===== src/rtl/instr_sequencer_if.sv =====
// Handshake/strobe bundle between the sequencer and its datapath.
// Master: datapath side (drives decode/ack, receives strobes). Slave: sequencer.
interface instr_sequencer_if #(
   parameter int INSTR_W = 9,
   parameter int CNT_W   = 16
);
   logic               start;
   logic [INSTR_W-1:0] instr;
   logic               dec_read_mem;
   logic               dec_write_mem;
   logic               dec_reg_write;
   logic               dec_bne;
   logic               alu_zero;
   logic               mem_ack;
   logic               pc_rst;
   logic               pc_inc;
   logic               pc_branch;
   logic               ir_load;
   logic               reg_we;
   logic               mem_re;
   logic               mem_we;
   logic               busy;
   logic               done;
   logic               err;
   logic [CNT_W-1:0]   instr_count;
   logic [2:0]         state;

   modport master (
      output start, instr, dec_read_mem, dec_write_mem,
      output dec_reg_write, dec_bne, alu_zero, mem_ack,
      input  pc_rst, pc_inc, pc_branch, ir_load, reg_we,
      input  mem_re, mem_we, busy, done, err,
      input  instr_count, state
   );

   modport slave (
      input  start, instr, dec_read_mem, dec_write_mem,
      input  dec_reg_write, dec_bne, alu_zero, mem_ack,
      output pc_rst, pc_inc, pc_branch, ir_load, reg_we,
      output mem_re, mem_we, busy, done, err,
      output instr_count, state
   );
endinterface


===== src/rtl/instr_sequencer.sv =====
// Multicycle fetch/decode/execute sequencer for the 9-bit CPU datapath.
// Ports: clk, reset (async high), bus (slave): decode in, strobes/status out.
module instr_sequencer #(
   parameter int                  INSTR_W     = 9,
   parameter logic [INSTR_W-1:0]  HALT_INSTR  = {INSTR_W{1'b1}},
   parameter int                  CNT_W       = 16,
   parameter int                  MEM_TIMEOUT = 15
) (
   input  logic              clk,
   input  logic              reset,
   instr_sequencer_if.slave  bus
);
   typedef enum logic [2:0] {
      IDLE   = 3'b000,
      FETCH  = 3'b001,
      DECODE = 3'b010,
      EXEC   = 3'b011,
      MEM    = 3'b100,
      WB     = 3'b101,
      HALT   = 3'b110,
      ERR    = 3'b111
   } state_t;

   // Last no-ack cycle index before the wait is abandoned.
   localparam logic [7:0] TMO_LAST = 8'(MEM_TIMEOUT - 1);

   state_t           r_state;
   state_t           w_next;
   logic [7:0]       r_tmo;
   logic [CNT_W-1:0] r_cnt;

   logic w_pc_rst;
   logic w_pc_inc;
   logic w_pc_branch;
   logic w_ir_load;
   logic w_reg_we;
   logic w_mem_re;
   logic w_mem_we;
   logic w_clr_cnt;
   logic w_inc_cnt;
   logic w_clr_tmo;
   logic w_inc_tmo;
   logic w_take_br;

   always_comb begin
      w_next      = r_state;
      w_pc_rst    = 1'b0;
      w_pc_inc    = 1'b0;
      w_pc_branch = 1'b0;
      w_ir_load   = 1'b0;
      w_reg_we    = 1'b0;
      w_mem_re    = 1'b0;
      w_mem_we    = 1'b0;
      w_clr_cnt   = 1'b0;
      w_inc_cnt   = 1'b0;
      w_clr_tmo   = 1'b0;
      w_inc_tmo   = 1'b0;
      w_take_br   = 1'b0;
      unique case (r_state)
         IDLE, HALT, ERR: begin
            if (bus.start) begin
               w_pc_rst  = 1'b1;
               w_clr_cnt = 1'b1;
               w_next    = FETCH;
            end
         end
         FETCH: begin
            w_ir_load = 1'b1;
            w_next    = DECODE;
         end
         DECODE: begin
            if (bus.instr == HALT_INSTR)
               w_next = HALT;
            else
               w_next = EXEC;
         end
         EXEC: begin
            if (bus.dec_read_mem || bus.dec_write_mem) begin
               w_clr_tmo = 1'b1;
               w_next    = MEM;
            end else begin
               w_next = WB;
            end
         end
         MEM: begin
            // A store takes priority over a load if both are decoded.
            w_mem_we = bus.dec_write_mem;
            w_mem_re = bus.dec_read_mem & ~bus.dec_write_mem;
            if (bus.mem_ack)
               w_next = WB;
            else if (r_tmo == TMO_LAST)
               w_next = ERR;
            else
               w_inc_tmo = 1'b1;
         end
         WB: begin
            w_reg_we    = bus.dec_reg_write & ~bus.dec_write_mem;
            w_take_br   = bus.dec_bne & ~bus.alu_zero;
            w_pc_branch = w_take_br;
            w_pc_inc    = ~w_take_br;
            w_inc_cnt   = 1'b1;
            w_next      = FETCH;
         end
      endcase
   end

   always_ff @(posedge clk or posedge reset) begin
      if (reset) begin
         r_state <= IDLE;
         r_tmo   <= 8'd0;
         r_cnt   <= '0;
      end else begin
         r_state <= w_next;
         if (w_clr_tmo)
            r_tmo <= 8'd0;
         else if (w_inc_tmo)
            r_tmo <= r_tmo + 8'd1;
         if (w_clr_cnt)
            r_cnt <= '0;
         else if (w_inc_cnt && (r_cnt != '1))
            r_cnt <= r_cnt + CNT_W'(1);
      end
   end

   assign bus.pc_rst      = w_pc_rst;
   assign bus.pc_inc      = w_pc_inc;
   assign bus.pc_branch   = w_pc_branch;
   assign bus.ir_load     = w_ir_load;
   assign bus.reg_we      = w_reg_we;
   assign bus.mem_re      = w_mem_re;
   assign bus.mem_we      = w_mem_we;
   assign bus.busy        = (r_state != IDLE) && (r_state != HALT)
                            && (r_state != ERR);
   assign bus.done        = (r_state == HALT) || (r_state == ERR);
   assign bus.err         = (r_state == ERR);
   assign bus.instr_count = r_cnt;
   assign bus.state       = r_state;
endmodule


===== src/flat_wrapper.sv =====
// flat-port wrapper written by rule: the top's interface ports become plain ports
module instr_sequencer_flat 
#(
   parameter int                  INSTR_W     = 9,
   parameter logic [INSTR_W-1:0]  HALT_INSTR  = {INSTR_W{1'b1}},
   parameter int                  CNT_W       = 16,
   parameter int                  MEM_TIMEOUT = 15
)
  (clk, reset, bus_start, bus_instr, bus_dec_read_mem, bus_dec_write_mem, bus_dec_reg_write, bus_dec_bne, bus_alu_zero, bus_mem_ack, bus_pc_rst, bus_pc_inc, bus_pc_branch, bus_ir_load, bus_reg_we, bus_mem_re, bus_mem_we, bus_busy, bus_done, bus_err, bus_instr_count, bus_state);
  instr_sequencer_if #(.INSTR_W(INSTR_W), .CNT_W(CNT_W)) bus_i ();
  input  logic clk;
  input  logic reset;
  input wire logic [$bits(bus_i.start)-1:0] bus_start;
  input wire logic [$bits(bus_i.instr)-1:0] bus_instr;
  input wire logic [$bits(bus_i.dec_read_mem)-1:0] bus_dec_read_mem;
  input wire logic [$bits(bus_i.dec_write_mem)-1:0] bus_dec_write_mem;
  input wire logic [$bits(bus_i.dec_reg_write)-1:0] bus_dec_reg_write;
  input wire logic [$bits(bus_i.dec_bne)-1:0] bus_dec_bne;
  input wire logic [$bits(bus_i.alu_zero)-1:0] bus_alu_zero;
  input wire logic [$bits(bus_i.mem_ack)-1:0] bus_mem_ack;
  output wire logic [$bits(bus_i.pc_rst)-1:0] bus_pc_rst;
  output wire logic [$bits(bus_i.pc_inc)-1:0] bus_pc_inc;
  output wire logic [$bits(bus_i.pc_branch)-1:0] bus_pc_branch;
  output wire logic [$bits(bus_i.ir_load)-1:0] bus_ir_load;
  output wire logic [$bits(bus_i.reg_we)-1:0] bus_reg_we;
  output wire logic [$bits(bus_i.mem_re)-1:0] bus_mem_re;
  output wire logic [$bits(bus_i.mem_we)-1:0] bus_mem_we;
  output wire logic [$bits(bus_i.busy)-1:0] bus_busy;
  output wire logic [$bits(bus_i.done)-1:0] bus_done;
  output wire logic [$bits(bus_i.err)-1:0] bus_err;
  output wire logic [$bits(bus_i.instr_count)-1:0] bus_instr_count;
  output wire logic [$bits(bus_i.state)-1:0] bus_state;
  assign bus_i.start = bus_start;
  assign bus_i.instr = bus_instr;
  assign bus_i.dec_read_mem = bus_dec_read_mem;
  assign bus_i.dec_write_mem = bus_dec_write_mem;
  assign bus_i.dec_reg_write = bus_dec_reg_write;
  assign bus_i.dec_bne = bus_dec_bne;
  assign bus_i.alu_zero = bus_alu_zero;
  assign bus_i.mem_ack = bus_mem_ack;
  assign bus_pc_rst = bus_i.pc_rst;
  assign bus_pc_inc = bus_i.pc_inc;
  assign bus_pc_branch = bus_i.pc_branch;
  assign bus_ir_load = bus_i.ir_load;
  assign bus_reg_we = bus_i.reg_we;
  assign bus_mem_re = bus_i.mem_re;
  assign bus_mem_we = bus_i.mem_we;
  assign bus_busy = bus_i.busy;
  assign bus_done = bus_i.done;
  assign bus_err = bus_i.err;
  assign bus_instr_count = bus_i.instr_count;
  assign bus_state = bus_i.state;
  instr_sequencer #(.INSTR_W(INSTR_W), .HALT_INSTR(HALT_INSTR), .CNT_W(CNT_W), .MEM_TIMEOUT(MEM_TIMEOUT)) u_core (.clk(clk), .reset(reset), .bus(bus_i));
endmodule

===== config.mk =====
export PLATFORM = sky130hd
export DESIGN_NAME = instr_sequencer_flat
export DESIGN_NICKNAME = d
export VERILOG_FILES = /design/src/rtl/instr_sequencer_if.sv /design/src/rtl/instr_sequencer.sv /design/src/flat_wrapper.sv
export SDC_FILE = /design/constraint.sdc
export NUM_CORES = 1
export LEC_CHECK = 0
export CAP_MARGIN = 25
export CORE_UTILIZATION = 30
export CTS_CLUSTER_DIAMETER = 150
export CTS_CLUSTER_SIZE = 24
export DETAILED_ROUTE_END_ITERATION = 10
export HOLD_SLACK_MARGIN = 0.08
export MAX_ROUTING_LAYER = met4
export PLACE_DENSITY_LB_ADDON = 0.15
export SLEW_MARGIN = 20
export SYNTH_ARGS = -nofsm -noshare
export SYNTH_HDL_FRONTEND = slang
export SYNTH_SLANG_ARGS = --single-unit

===== constraint.sdc =====
create_clock -name clk -period 2.25 [get_ports clk]
set_input_delay 0.675 -clock clk [delete_from_list [all_inputs] [get_ports clk]]
set_output_delay 0.675 -clock clk [all_outputs]
set_load 0.02 [all_outputs]

# Yosys cells after proc, flatten, opt, wreduce, memory -nomap -nowiden
# Index checks and enable logic that the tools add are counted.
# totals
regBits	27
output_inout_bits	29
inputBits	18
# op_classes
n_eq_ne	14
n_reduce_logical	11
bitwise	6
n_mux	24
addsub	2
# op_table
op	count
$mux 16	2
$pmux 3 s6	1
$add 16x1->16 const B	1
$mux 8	2
$ne 16x16->1 const B	1
$mux 1	15
$eq 3x3->1 const B	4
$mux 3	4
$eq 9x9->1 const B	1
$add 8x1->8 const B	1
$eq 8x4->1 const B	1
$eq 3x2->1 const B	2
$ne 3x3->1 const B	2
$reduce_bool 2->1	2
$and 1x1->1	3
$eq 3x1->1 const B	1
$logic_and 1x1->1	3
$logic_not 3->1	1
$ne 3x2->1 const B	1
$not 1->1	3
$reduce_bool 3->1	1
$reduce_or 3->1	1
$logic_or 1x1->1	2
$ne 2x2->1 const B	1
$reduce_and 2->1	1

# Logic depth before layout (Yosys ltp)
# Gate-level depths: netlist of the first run.
# depth
depth_word	6
mapped_depth	8
ltp_nobuf	6

# Least setup slack after synthesis of the first run
# No wires, ideal clock.
# synth_path
path_kind	reg-to-output
start	register u_core.r_state[1], in the netlist u_core.bus.state[1]
end	output bus_reg_we
t_arrival_ns	1.451
n_path_buf	0
path_stages_with_launch	4
path_slack_ns	0.124
cell_sequence	dfrtp_1 > nand2b_4 > or2_1 > nor3b_1
# synth_via
elab_chain_len	2
# synth_rtl
item	line_no	source
start: declaration	instr_sequencer.sv:27	state_t r_state;
start signal: assignment	instr_sequencer.sv:113	r_state <= w_next;
$eq 3x3->1	instr_sequencer.sv:59	unique case (r_state)
$mux 1	instr_sequencer.sv:59	
end: declaration	flat_wrapper.sv:25	output wire logic [$bits(bus_i.reg_we)-1:0] bus_reg_we;
# Every way passes these cells.

# Worst setup path in the final report of the first run
# layout_path
start	input bus_dec_read_mem
end	output bus_mem_re
# layout_via
elab_chain_len	2
# layout_rtl
item	line_no	source
start: declaration	flat_wrapper.sv:15	input wire logic [$bits(bus_i.dec_read_mem)-1:0] bus_dec_read_mem;
$and 1x1->1	instr_sequencer.sv:88	w_mem_re = bus.dec_read_mem & ~bus.dec_write_mem;
$mux 1	instr_sequencer.sv:59	
end: declaration	flat_wrapper.sv:26	output wire logic [$bits(bus_i.mem_re)-1:0] bus_mem_re;
# Every way passes these cells.

==> results.md, run 1 <==
- Vias per cell: roughly 5.0
- Final wirelength: 4110 um
- Final hold violation count: 0
- WL/cell: around 13 um
- Detailed Place HPWL: 3080 um
- P_sw: approximately 0.87 mW
- Hold-fix buffers, CTS: 0
- Worst skew pair latency: around 270 ps
- Core box area: a little over 0.005 mm2
- Drt pass-1 iters: 4
- Area of the die: 0.00560 mm2
- P per Cell Area: just under 900 mW/mm2
- Filler cells: 529
- Overflow after GRT: 0
- Root Driver: clkbuf_8
- Final slew viol count: 0
- Minimum clock period: roughly 2200 ps
- Setup CP Type: in2out
- Remaining DRCs: 0
- Seq/Total Area, Yosys: 0.425
- Die Height: about 75 um
- Cts bufs inserted: 3
- Layout cells sized above 1: 0.185
- Final setup margin: between 50 and 60 ps
- Setup crit start kind: input pin
- ANT nets after route: 0
- Max VDD drop: about 0.00045 V
- Via count: between 1,500 and 2,000
- Ant diodes: 0
- Placed Area: 0.00228 mm2
- Yosys warnings: 0
- RSZ-0062 raised after global routing: no
- Top post-synthesis cells by area: dfrtp_1, and3_1, nor3_1
- Max FO, Critical Path: 2
- Tot GR Track Use: 0.158
- Slew margin rel.: 0.681
- Largest net degree at the start of global routing: 28
- Hold Crit Class: reg2reg
- Yosys top cell area share: 0.425
- Tcrit/Tclk final: 0.976
- Worst Setup End Kind: output pin
- F_max: around 460 MHz
- Largest area contributor in the netlist: dfrtp_1
- Synth Flop Type: dfrtp_1
- Port Buffers: 46
- Clock Skew: around 5.1 ps
- Ports: 47
- CTS sink count: 27
- Setup WS pre-CTS: -504 ps
- Max clock buf depth: 2
- Initial core utilization: 0.311
- Synthesized area: ~0.0016 mm2
- Clock power frac: 0.136
- Number of global-route vias before repair: roughly 1,400
- Htree depth: 1
- Antenna violations before repair: 0
- Largest stage delay on the critical path: 470 ps
- Synthesized flop and latch total: 27
- First-pass GRT wire length: ~6500 um
- Sw frac: 0.421
- Syn Area/Cell: just under 9 um2
- CP cell instances: clkdlybuf4s50_1, nor4b_2, buf_2
- Syn Nets: 201
- Pleak: ~1.1 nW
- Clk slew on worst S/H paths: approximately 90 ps
- CTS tree: done
- CP Data Arrival Time: ~1500 ps
- Gate power share: 0.537
- Status: finished, final reports clean
- Initial DRC count: 71
- Total power: around 2.1 mW
- Cell Rows: 26
- Max Cap Violations: 0
- Slew at the pin closest to its max-slew limit: 475 ps
- WP buf/inv: 2
- Post-synth EDFFs: 0
- Area delta synth->final: 46.0%
- Post-CTS setup buffers: 0
- Syn Inst Count: 180
- Power Internal: between 1 and 1.5 mW
- Seq pwr share: 0.327
- Routability congestion estimate: 0.792
- Nets: 270
- Post-route cell area: 0.00232 mm2
- Count of final setup violators: 0
- Unique masters post-synth: 40
- Die Width: between 70 and 80 um
- CP max stage cell: clkdlybuf4s50_1
- Critical path's top delay family: buffers and inverters
- CP Data Required Time: 1570 ps
- Post-synth ARST share: 1.00
[kinds of logic after synthesis]
kind of cell,Yosys count,share of synthesized area
AND/OR/NAND/NOR,87,0.299
AO/OA/AOI/OAI,41,0.171
adder cells (fa/ha/maj),3,0.0236
flip-flops,27,0.425
XOR/XNOR,6,0.0330
buffers and inverters,16,0.0488
[stage by stage]
step	util	hold WS, ps	setup TNS [ps]	cells
floorplan	-	514	0	180
global placement	0.447	538	-3680	314
detailed placement	0.447	547	-3220	314
CTS	0.451	561	0	318
global route	0.455	596	0	318
finish	0.455	557	0	318
[path summary, 6_finish.rpt]
path                       slack (ps)                      start  cells past startpoint                         to
setup / recovery                   50           bus_dec_read_mem                      3                 bus_mem_re
min in group asynchronous         750                      reset                      3            u_core.r_tmo[0]
setup reg to reg                  170        u_core.bus.state[1]                      6            u_core.r_tmo[3]
max in group asynchronous        1230                      reset                      3  u_core.bus.instr_count[6]
hold reg to reg                   560  u_core.bus.instr_count[6]                      1  u_core.bus.instr_count[6]
hold / removal                    560  u_core.bus.instr_count[6]                      1  u_core.bus.instr_count[6]
[power groups by stage]
| stage | Combinational [mW] | Clock (mW) | Sequential (mW) |
|---|---|---|---|
| global placement | 1.13 | 0 | 0.681 |
| detailed placement | 1.13 | 0 | 0.678 |
| global route | 1.22 | 0.312 | 0.690 |
| finish | 1.11 | 0.281 | 0.674 |
| floorplan | 0.514 | 0 | 0.740 |
| CTS | 1.10 | 0.289 | 0.670 |
[registers in the layout, indices dropped and copies added, names as in the netlist]
name	flops
u_core.bus.state	3
u_core.r_tmo	8
u_core.bus.instr_count	16
[layer usage]
| layer | track usage | routed length [um] | up-vias | part of all wire |
|---|---|---|---|---|
| met5 | - | 0 | - | 0 |
| met4 | 0.0377 | 31 | 0 | 0.0076 |
| met3 | 0.0201 | 211 | 4 | 0.051 |
| met2 | 0.239 | 1690 | 44 | 0.41 |
| met1 | 0.225 | 2170 | 727 | 0.53 |
| li1 | - | - | 806 | - |
[cells in the mapped netlist (2+ instances only)]
cell / instances
nand2_1: 15
a211o_1: 7
inv_1: 9
a21oi_1: 10
and3_1: 11
nor3b_1: 2
and2_1: 3
xor2_1: 4
a41o_1: 2
o21ai_0: 11
buf_2: 5
or3_1: 2
or4_1: 2
ha_1: 3
dfrtp_1: 27
xnor2_1: 2
nor2_1: 13
nor3_1: 13
nand3_1: 10
nand3b_1: 2
nor4b_1: 3
nand4_1: 6
[cells in the final DEF, fill, tap and decap left out, drive strengths merged, types with 2 or more instances in the layout]
cell type,count
nand2,15
clkdlybuf4s50,33
a21oi,10
o21ai,12
nor2,14
or3,2
a41o,2
dfrtp,27
xor2,4
dlymetal6s2s,2
clkbuf,5
and3,11
dlygate4sd2,3
a211o,7
nand4,6
xnor2,2
nand3,10
or4,2
inv,9
ha,3
nor3,14
nor3b,2
nand3b,2
and2,3
nor4b,3
buf,31
[final cells by class]
cell class	count	area [um2]	area share
Timing Repair Buffer	71	614	0.265
Clock inverter	1	5.00	0.00216
Sequential cell	27	676	0.291
Inverter	9	33.8	0.0145
Clock buffer	3	41.3	0.0178
Tap cell	70	87.6	0.0377
Multi-Input combinational cell	137	865	0.372
[what timing repair did]
| action | in CTS | in global routing |
|---|---|---|
| setup endpoints to repair | 10 | 6 |
| gates cloned | 0 | 0 |
| endpoints found under the hold margin | 0 | 0 |
| resized for setup | 35 | 12 |
Note: power is estimated with default switching activity, not from simulation.
==> inputs of run 2 (changes only) <==
--- a/config.mk
+++ b/config.mk
@@ -14,5 +14,4 @@
 export MAX_ROUTING_LAYER = met4
 export PLACE_DENSITY_LB_ADDON = 0.15
-export SLEW_MARGIN = 20
 export SYNTH_ARGS = -nofsm -noshare
 export SYNTH_HDL_FRONTEND = slang
==> constraint.sdc (replaced) <==
create_clock -name clk -period 2.25 [get_ports clk]
set_input_delay 0.225 -clock clk [delete_from_list [all_inputs] [get_ports clk]]
set_output_delay 0.225 -clock clk [all_outputs]
set_load 0.02 [all_outputs]
==> run 2 against run 1 <==
Clock power hardly changed; total power is 2.8% lower; cell count is 3.8% lower; worst setup slack better by 58 ps; combinational power is 6% lower; worst hold slack worse by 250 ps; maximum frequency is 2.7% higher; non-clock buffer count is 12 lower; global-route usage is 0.19 points lower.
==> results.md, run 2 (synthesis results as in run 1) <==
- Status: finished, final reports clean
- Drt pass-1 iters: 4
- Setup CP Type: reg2out
- Minimum clock period: around 2100 ps
- Ports: 47
- Initial DRC count: slightly above 80
- Worst Setup End Kind: output pin
- Commonest cells after routing, fill and taps aside: clkdlybuf4s50_1, dfrtp_1, nand2_1
- Most common cell after layout, fill and taps aside: clkdlybuf4s50_1
- Worst skew pair latency: 280 ps
- Largest net degree at the start of global routing: 28
- Hold slack: between 300 and 400 ps
- Overflow after GRT: 0
- ANT nets after route: 0
- Area of the die: around 0.0056 mm2
- Via count: ~1,600
- Max FO, Critical Path: 6
- CP Data Arrival Time: ~1900 ps
- Root Driver: clkbuf_8
- RSZ-0062 raised after global routing: no
- Die Height: between 70 and 80 um
- Setup TNS: 0 ps
- Count of final setup violators: 0
- Antenna violations before repair: 0
- Tcrit/Tclk final: 0.951
- Met1 Routed Length: 2150 um
- Detailed Place HPWL: 2930 um
- Cts bufs inserted: 3
- Max clock buf depth: 2
- Final slew viol count: 0
- Clk slew on worst S/H paths: 100 ps
- Nets: ~260
- Max VDD drop: between 0.0004 and 0.0005 V
- Slew at the pin closest to its max-slew limit: around 670 ps
- Max reg flops: 16
- Port Buffers: 46
- Routability congestion estimate: about 0.76
- Clock Skew: between 9 and 10 ps
- First-pass GRT wire length: between 6000 and 7000 um
- Area delta synth->final: 41.1%
- Htree depth: 1
- Layout cells sized above 1: 0.0890
- Slew margin rel.: 0.549
- WL/cell: about 13 um
- Ant diodes: 0
- Core box area: just over 0.005 mm2
- Final wirelength: 4090 um
- Remaining DRCs: 0
- Number of global-route vias before repair: 1,333
- Final hold violation count: 0
- Hold Crit Class: in2async
- Cell Rows: 26
- CTS tree: done
- Metal2 WL: approximately 1700 um
- CTS sink count: 27
- Die Width: between 70 and 80 um
- P per Cell Area: ~900 mW/mm2
- Setup crit start kind: flip-flop
- CP Data Required Time: between 2000 and 2500 ps
- Max Used Layer: met4
- Pleak: approximately 1.0 nW
- DR WL met3: around 210 um
- Tot GR Track Use: 0.156
- Vias per cell: around 5
- Max Cap Violations: 0
- Initial core utilization: 0.311
- F_max: 468 MHz
[run 2: cell types whose count changed in the layout (fill, tap and decap cells not counted), sizes merged]
cell	change
dlygate4sd2	-3
buf	-18
clkinv	-1
clkdlybuf4s50	+11
clkbuf	-1
[run 2: report_power, final]
part	switching (mW)	internal, mW
logic	0.568	0.472
registers	0.113	0.572
clock network	0.151	0.127
total	0.832	1.17
[run 2: worst paths after layout]
path | from | end | slack (ps) | depth (start not counted)
max | u_core.bus.state[1] | bus_pc_inc | 110 | 4
min | reset | u_core.bus.instr_count[8] | 310 | 3
max reg2reg | u_core.bus.state[2] | u_core.r_tmo[4] | 160 | 6
min reg2reg | u_core.bus.instr_count[0] | u_core.bus.instr_count[0] | 560 | 1
max in group asynchronous | reset | u_core.bus.state[2] | 1650 | 3
min in group clk | u_core.bus.instr_count[0] | u_core.bus.instr_count[0] | 560 | 1
[run 2: timing repair]
item	CTS	global route
hold buffers	0	0
buffers inserted	2	2
setup endpoints to repair	4	3
gates resized for setup	2	2
pin swaps	0	0
[run 2: through the flow]
step	total power, mW	std cells	worst slack (ps)	utilization	cell area (um2)
floorplan	1.25	180	225	-	1590
global placement	1.68	298	205	0.423	2160
detailed placement	1.68	298	146	0.423	2160
CTS	2.00	304	3.63	0.436	2220
global route	2.14	306	22.6	0.439	2240
finish	2.00	306	111	0.439	2240
[run 2: final cells by class]
cell class	count	area, um2
sequential	27	678
fill	545	2860
inverter	9	33.8
clock buffer	4	45.0
timing repair buffer	59	563
multi-input combinational	137	837
tap	70	87.6
[run 2: worst max-delay path, stage by stage (launching register included)]
cell and delay [ps]:
dfrtp_1 420, nand2b_4 180, or2_1 290, a21oi_1 140, clkdlybuf4s50_1 610
[run 2: layer usage]
layer | global-route usage | up-vias
met5 | - | -
met4 | 0.0440 | 0
met3 | 0.0214 | 5
met2 | 0.229 | 50
met1 | 0.224 | 726
li1 | - | 778
==> edit 1: new RTL, settings of run 1 <==
Put a register stage on the output `bus.err`, without a reset. The value now appears one clock later.
--- a/src/rtl/instr_sequencer.sv
+++ b/src/rtl/instr_sequencer.sv
@@ -132,7 +132,9 @@
    assign bus.busy        = (r_state != IDLE) && (r_state != HALT)
                             && (r_state != ERR);
    assign bus.done        = (r_state == HALT) || (r_state == ERR);
-   assign bus.err         = (r_state == ERR);
+   always_ff @(posedge clk) begin
+      bus.err <= (r_state == ERR);
+   end
    assign bus.instr_count = r_cnt;
    assign bus.state       = r_state;
 endmodule
Check against the original RTL: no difference found for any inputs over 10 cycles, from zero or initial values and one cycle with reset high; that may be too few to reach the edited logic, so the function may still have changed.
==> edit 1 against run 1 <==
- power is 6.2% higher
- area after synthesis grew 8.7%
- non-clock buffer count grew 5
- routed wire length is 8.1% higher
- sequential cell count up 1
- final area grew 7.7%
- setup slack better by 5.0 ps
==> edit 1: results (changes against run 1) <==
Placed Cells: 324 (was 314)
Distinct cells, synth: 55 (was 40)
Max IR drop VDD: 0.446 mV (was 0.453 mV)
Post-synth top cells: dfrtp_1, nand2_1, nand3_1, o21ai_0 (was dfrtp_1, nand2_1, nor2_1, nor3_1)
Post-DP HPWL: 3280 µm (was 3080 µm)
Hold/Removal Path Class: flip-flop to flip-flop (unchanged)
Sequential-to-total area share from yosys stat: 40.2% (was 42.5%)
Sw frac: 40.9% (was 42.1%)
Register-to-register setup slack: 200 ps (was 170 ps)
Slowest CP cell: dfrtp_1 (was clkdlybuf4s50_1)
Ys flop type: dfrtp_1 (unchanged)
Critical Path AT: 1520 ps (about the same)
Max Freq: 456 MHz (was 455 MHz)
Setup TNS Final: 0 ps (unchanged)
Vias in the first global route: 1562 (was 1429)
Post-Syn Area per Cell: 9.40 µm² (was 8.83 µm²)
Max clock buf depth: 2 (unchanged)
Worst clock skew: 1.73 ps (was 5.09 ps)
Vias after detailed routing: 1689 (was 1581)
Largest net degree at the start of global routing: 28 (unchanged)
Clock insertion delay at the later pin of the skew report: 270 ps (about the same)
Routed wire per std cell: 13.5 µm (was 12.9 µm)
CTS root buf: clkbuf_8 (unchanged)
Yosys Warn Count: 0 (unchanged)
Layout Nets: 278 (was 270)
Crit path largest cell delay: 410 ps (was 470 ps)
Clock buffer count from CTS: 3 (unchanged)
CP startpoint: u_core.bus.state[0] (was bus_dec_read_mem)
Worst-path clk slew: 90 ps (about the same)
Leak: 1.11 nW (was 1.10 nW)
Worst r2r src: u_core.r_tmo[0] (was u_core.bus.state[1])
Synth area leaders: dfrtp_1, nand3_1, o21ai_0 (was dfrtp_1, and3_1, nor3_1)
Fraction of layout cells with a size suffix above 1: 22.3% (was 18.5%)
Worst-margin pin slew: 386 ps (was 475 ps)
GRT Overall Usage: 16.0% (was 15.8%)
Hold Crit Start: u_core.r_tmo[0] (was u_core.bus.instr_count[6])
1st-iter DRT viols: 86 (was 71)
I/O Buffers: 46 (unchanged)
CP Max Fanout: 5 (was 2)
Placed Instance Area: 2460 µm² (was 2280 µm²)
Placer Congestion: 0.767 (was 0.792)
Mapped Nets: 205 (was 201)
First-pass GRT wire length: 7560 µm (was 6490 µm)
Status: complete, no violations (unchanged)
Asr flop ratio synth: 96.4% (was 100%)
Antenna Cells: 0 (unchanged)
Number of flip-flops in the largest register: 16 (unchanged)
Final non-filler cell total: 328 (was 318)
Pre-antenna DRT Iters: 4 (unchanged)
CTS H-tree depth: 1 (unchanged)
Antenna violations before repair: 0 (unchanged)
-- edit 1: power groups by stage --
stage	clock network, W	logic, W	registers, W
6_report	0.000280	0.00121	0.000695
5_1_grt	0.000317	0.00133	0.000711
4_1_cts	0.000293	0.00121	0.000689
3_5_place_dp	0	0.00123	0.000695
3_3_place_gp	0	0.00124	0.000693
2_1_floorplan	0	0.000541	0.000775
-- edit 1: cell families after synthesis --
logic type	share of synthesized area [%]
AOI/OAI and AO/OA	18.7
adders and majority gates	2.17
buffers and inverters	4.78
and+or+nand+nor	28.9
DFF	40.2
muxes	1.16
xor gates and xnor gates	4.05
-- edit 1: what timing repair did --
action	CTS	global route
pin swaps	0	1
hold endpoints to repair	0	0
setup buffers	0	0
setup endpoints to repair	9	6
gates resized for setup	29	10
-- edit 1: area by class of cell --
cell class / instances / area [µm²]
Multi-Input combinational cell: 138 / 972
Clock buffer: 4 / 45.0
Fill cell: 572 / 3040
Inverter: 10 / 37.5
Timing Repair Buffer: 76 / 658
Sequential cell: 28 / 697
Tap cell: 72 / 90.1
-- edit 1: final timing paths --
check,to,depth (start not counted)
worst max-delay path,bus_pc_branch,5
worst min-delay path,u_core.r_tmo[0],1
worst max register to register,u_core.bus.state[1],7
worst min register to register,u_core.r_tmo[0],1
max in group asynchronous,u_core.bus.state[1],3
min in group asynchronous,u_core.bus.instr_count[11],3
-- edit 1: per-stage QoR --
step           worst slack [ps]  hold WS (ps)  util (%)
2_1_floorplan              38.5           517         -
6_report                   58.1           570      45.1
4_1_cts                   -46.5           571      44.9
3_3_place_gp               -486           541      44.5
5_1_grt                   -4.39           600      45.1
3_5_place_dp               -510           546      44.5
-- edit 1: metal layers --
metal / routed length (µm) / track usage, % / up-vias
li1: - / - / 837
met1: 2290 / 22.8 / 806
met2: 1980 / 24.2 / 44
met3: 151 / 1.76 / 2
met4: 17 / 3.89 / 0
met5: 0 / - / -
-- edit 1: worst max-delay path: cells and delay by family (launching register included) --
family / cells / cell delay [ps]
DFF: 1 / 410
buffers and inverters: 3 / 440
and+or+nand+nor: 2 / 390
==> edit 2: new RTL, config.mk and constraints of run 1 <==
Without the edit above. `CNT_W` is set to 16 in 3 places; all go to 32.
--- a/src/rtl/instr_sequencer_if.sv
+++ b/src/rtl/instr_sequencer_if.sv
@@ -2,7 +2,7 @@
 // Master: datapath side (drives decode/ack, receives strobes). Slave: sequencer.
 interface instr_sequencer_if #(
    parameter int INSTR_W = 9,
-   parameter int CNT_W   = 16
+   parameter int CNT_W   = 32
 );
    logic               start;
    logic [INSTR_W-1:0] instr;
--- a/src/rtl/instr_sequencer.sv
+++ b/src/rtl/instr_sequencer.sv
@@ -3,7 +3,7 @@
 module instr_sequencer #(
    parameter int                  INSTR_W     = 9,
    parameter logic [INSTR_W-1:0]  HALT_INSTR  = {INSTR_W{1'b1}},
-   parameter int                  CNT_W       = 16,
+   parameter int                  CNT_W       = 32,
    parameter int                  MEM_TIMEOUT = 15
 ) (
    input  logic              clk,
--- a/src/flat_wrapper.sv
+++ b/src/flat_wrapper.sv
@@ -3,7 +3,7 @@
 #(
    parameter int                  INSTR_W     = 9,
    parameter logic [INSTR_W-1:0]  HALT_INSTR  = {INSTR_W{1'b1}},
-   parameter int                  CNT_W       = 16,
+   parameter int                  CNT_W       = 32,
    parameter int                  MEM_TIMEOUT = 15
 )
   (clk, reset, bus_start, bus_instr, bus_dec_read_mem, bus_dec_write_mem, bus_dec_reg_write, bus_dec_bne, bus_alu_zero, bus_mem_ack, bus_pc_rst, bus_pc_inc, bus_pc_branch, bus_ir_load, bus_reg_we, bus_mem_re, bus_mem_we, bus_busy, bus_done, bus_err, bus_instr_count, bus_state);
Ports: changed (resized bus_instr_count); port bits go from 47 to 63. The function was not compared with the original's and may differ.
==> edit 2 against run 1 <==
- setup slack lost 36 ps
- synthesized cell count grew 60%
- power grew 74%
- sequential power grew 51%
- routed wire length grew 83%
- sequential cell count grew 16
- count of clock-buffer cells in the layout grew 3
- critical path depth grew 1
- area after synthesis grew 64%
- final area grew 66%
- sequential share of layout area shrank 1.1 points
- critical path type is now flip-flop to output port
==> edit 2: results (changes against run 1) <==
Status: complete, no violations (unchanged)
Flop+latch power: 0.00102 W (was 0.000674 W)
Rel. slew slack: 63.3% (was 68.1%)
Number of flip-flops in the largest register: 32 (was 16)
Tot Pwr: 0.00359 W (was 0.00206 W)
Reg2Reg Depth: 7 (was 6)
Layout Nets: 419 (was 270)
# clk buffers: 6 (was 3)
Mapped Nets: 309 (was 201)
Placed Cells: 496 (was 314)
GRT Overall Usage: 18.2% (was 15.8%)
Buffer share of cell area: 27.5% (was 26.5%)
Met3 routed WL: 272 µm (was 211 µm)
1st-iter DRT viols: 94 (was 71)
Fraction of area in multi-input gates: 36.7% (was 37.2%)
Worst r2r src: u_core.bus.instr_count[0] (was u_core.bus.state[1])
Hold Crit Start: u_core.r_tmo[7] (was u_core.bus.instr_count[6])
Sequential share of cell area: 28.0% (was 29.1%)
CP startpoint: u_core.bus.state[1] (was bus_dec_read_mem)
Final clock-cell share: 3.15% (was 1.99%)
Met2 WL post-DR: 3570 µm (was 1690 µm)
Comb_multi_in: 216 (was 137)
CTS H-tree depth: 2 (was 1)
Via density: 5.17 (was 4.97)
Clock insertion delay at the later pin of the skew report: 300 ps (was 270 ps)
Mapped Cells: 288 (was 180)
Met2 GRT Util: 29.7% (was 23.9%)
Routed wire per std cell: 14.9 µm (was 12.9 µm)
Routed length on met1: 3580 µm (was 2170 µm)
Max IR drop VDD: 0.262 mV (was 0.453 mV)
Worst clock skew: 9.83 ps (was 5.09 ps)
Psw: 0.00145 W (was 0.000867 W)
Synth area leaders: dfrtp_1, nand4_1, a31oi_1 (was dfrtp_1, and3_1, nor3_1)
Register-to-register setup slack: 130 ps (was 170 ps)
Dpl ws: -418 ps (was -504 ps)
Clock buffer count from CTS: 5 (was 3)
M1 GR Usage: 23.8% (was 22.5%)
Fillcell total: 827 (was 529)
Distinct cells, synth: 53 (was 40)
Largest net degree at the start of global routing: 33 (was 28)
Critical Path AT: 1560 ps (was 1520 ps)
Fraction of layout cells with a size suffix above 1: 22.6% (was 18.5%)
Post-synth top cells: dfrtp_1, nand4_1, nand2_1, nor2_1, a21oi_1 (was dfrtp_1, nand2_1, nor2_1, nor3_1)
Leak: 1.69 nW (was 1.10 nW)
Inverters excl. clock: 13 (was 9)
GR Util met3: 2.63% (was 2.01%)
Post-DP HPWL: 5520 µm (was 3080 µm)
Non-Clock Buffer Count: 119 (was 71)
Placer Congestion: 0.785 (was 0.792)
==> edit 2: changes by cell type after synthesis, moves of 4 or more <==
cell and delta:
a21oi_1 +6, a22o_1 +4, a31oi_1 +14, and4_1 +6
clkbuf_1 +4, dfrtp_1 +16, inv_1 +4, mux2i_1 +5
nand2_1 +6, nand4_1 +16, nor2_1 +5
==> edit 2: critical path, cell delays in order (launching register included) <==
cell and delay [ps]:
dfrtp_1 390, buf_4 180, nor3_2 240, and3_1 190, clkdlybuf4s15_2 260
==> edit 2: cells by family after synthesis <==
logic type | share of synthesized area (%)
xor gates and xnor gates | 3.36
buffers and inverters | 5.76
adders and majority gates | 1.44
DFF | 41.2
muxes | 1.92
and+or+nand+nor | 27.1
AOI/OAI and AO/OA | 19.1
==> edit 2: what timing repair did <==
item | in CTS | in global routing
setup endpoints to repair | 10 | 20
pin swaps | 0 | 2
hold endpoints to repair | 0 | 0
hold buffers | 0 | 0
gates resized for setup | 32 | 7
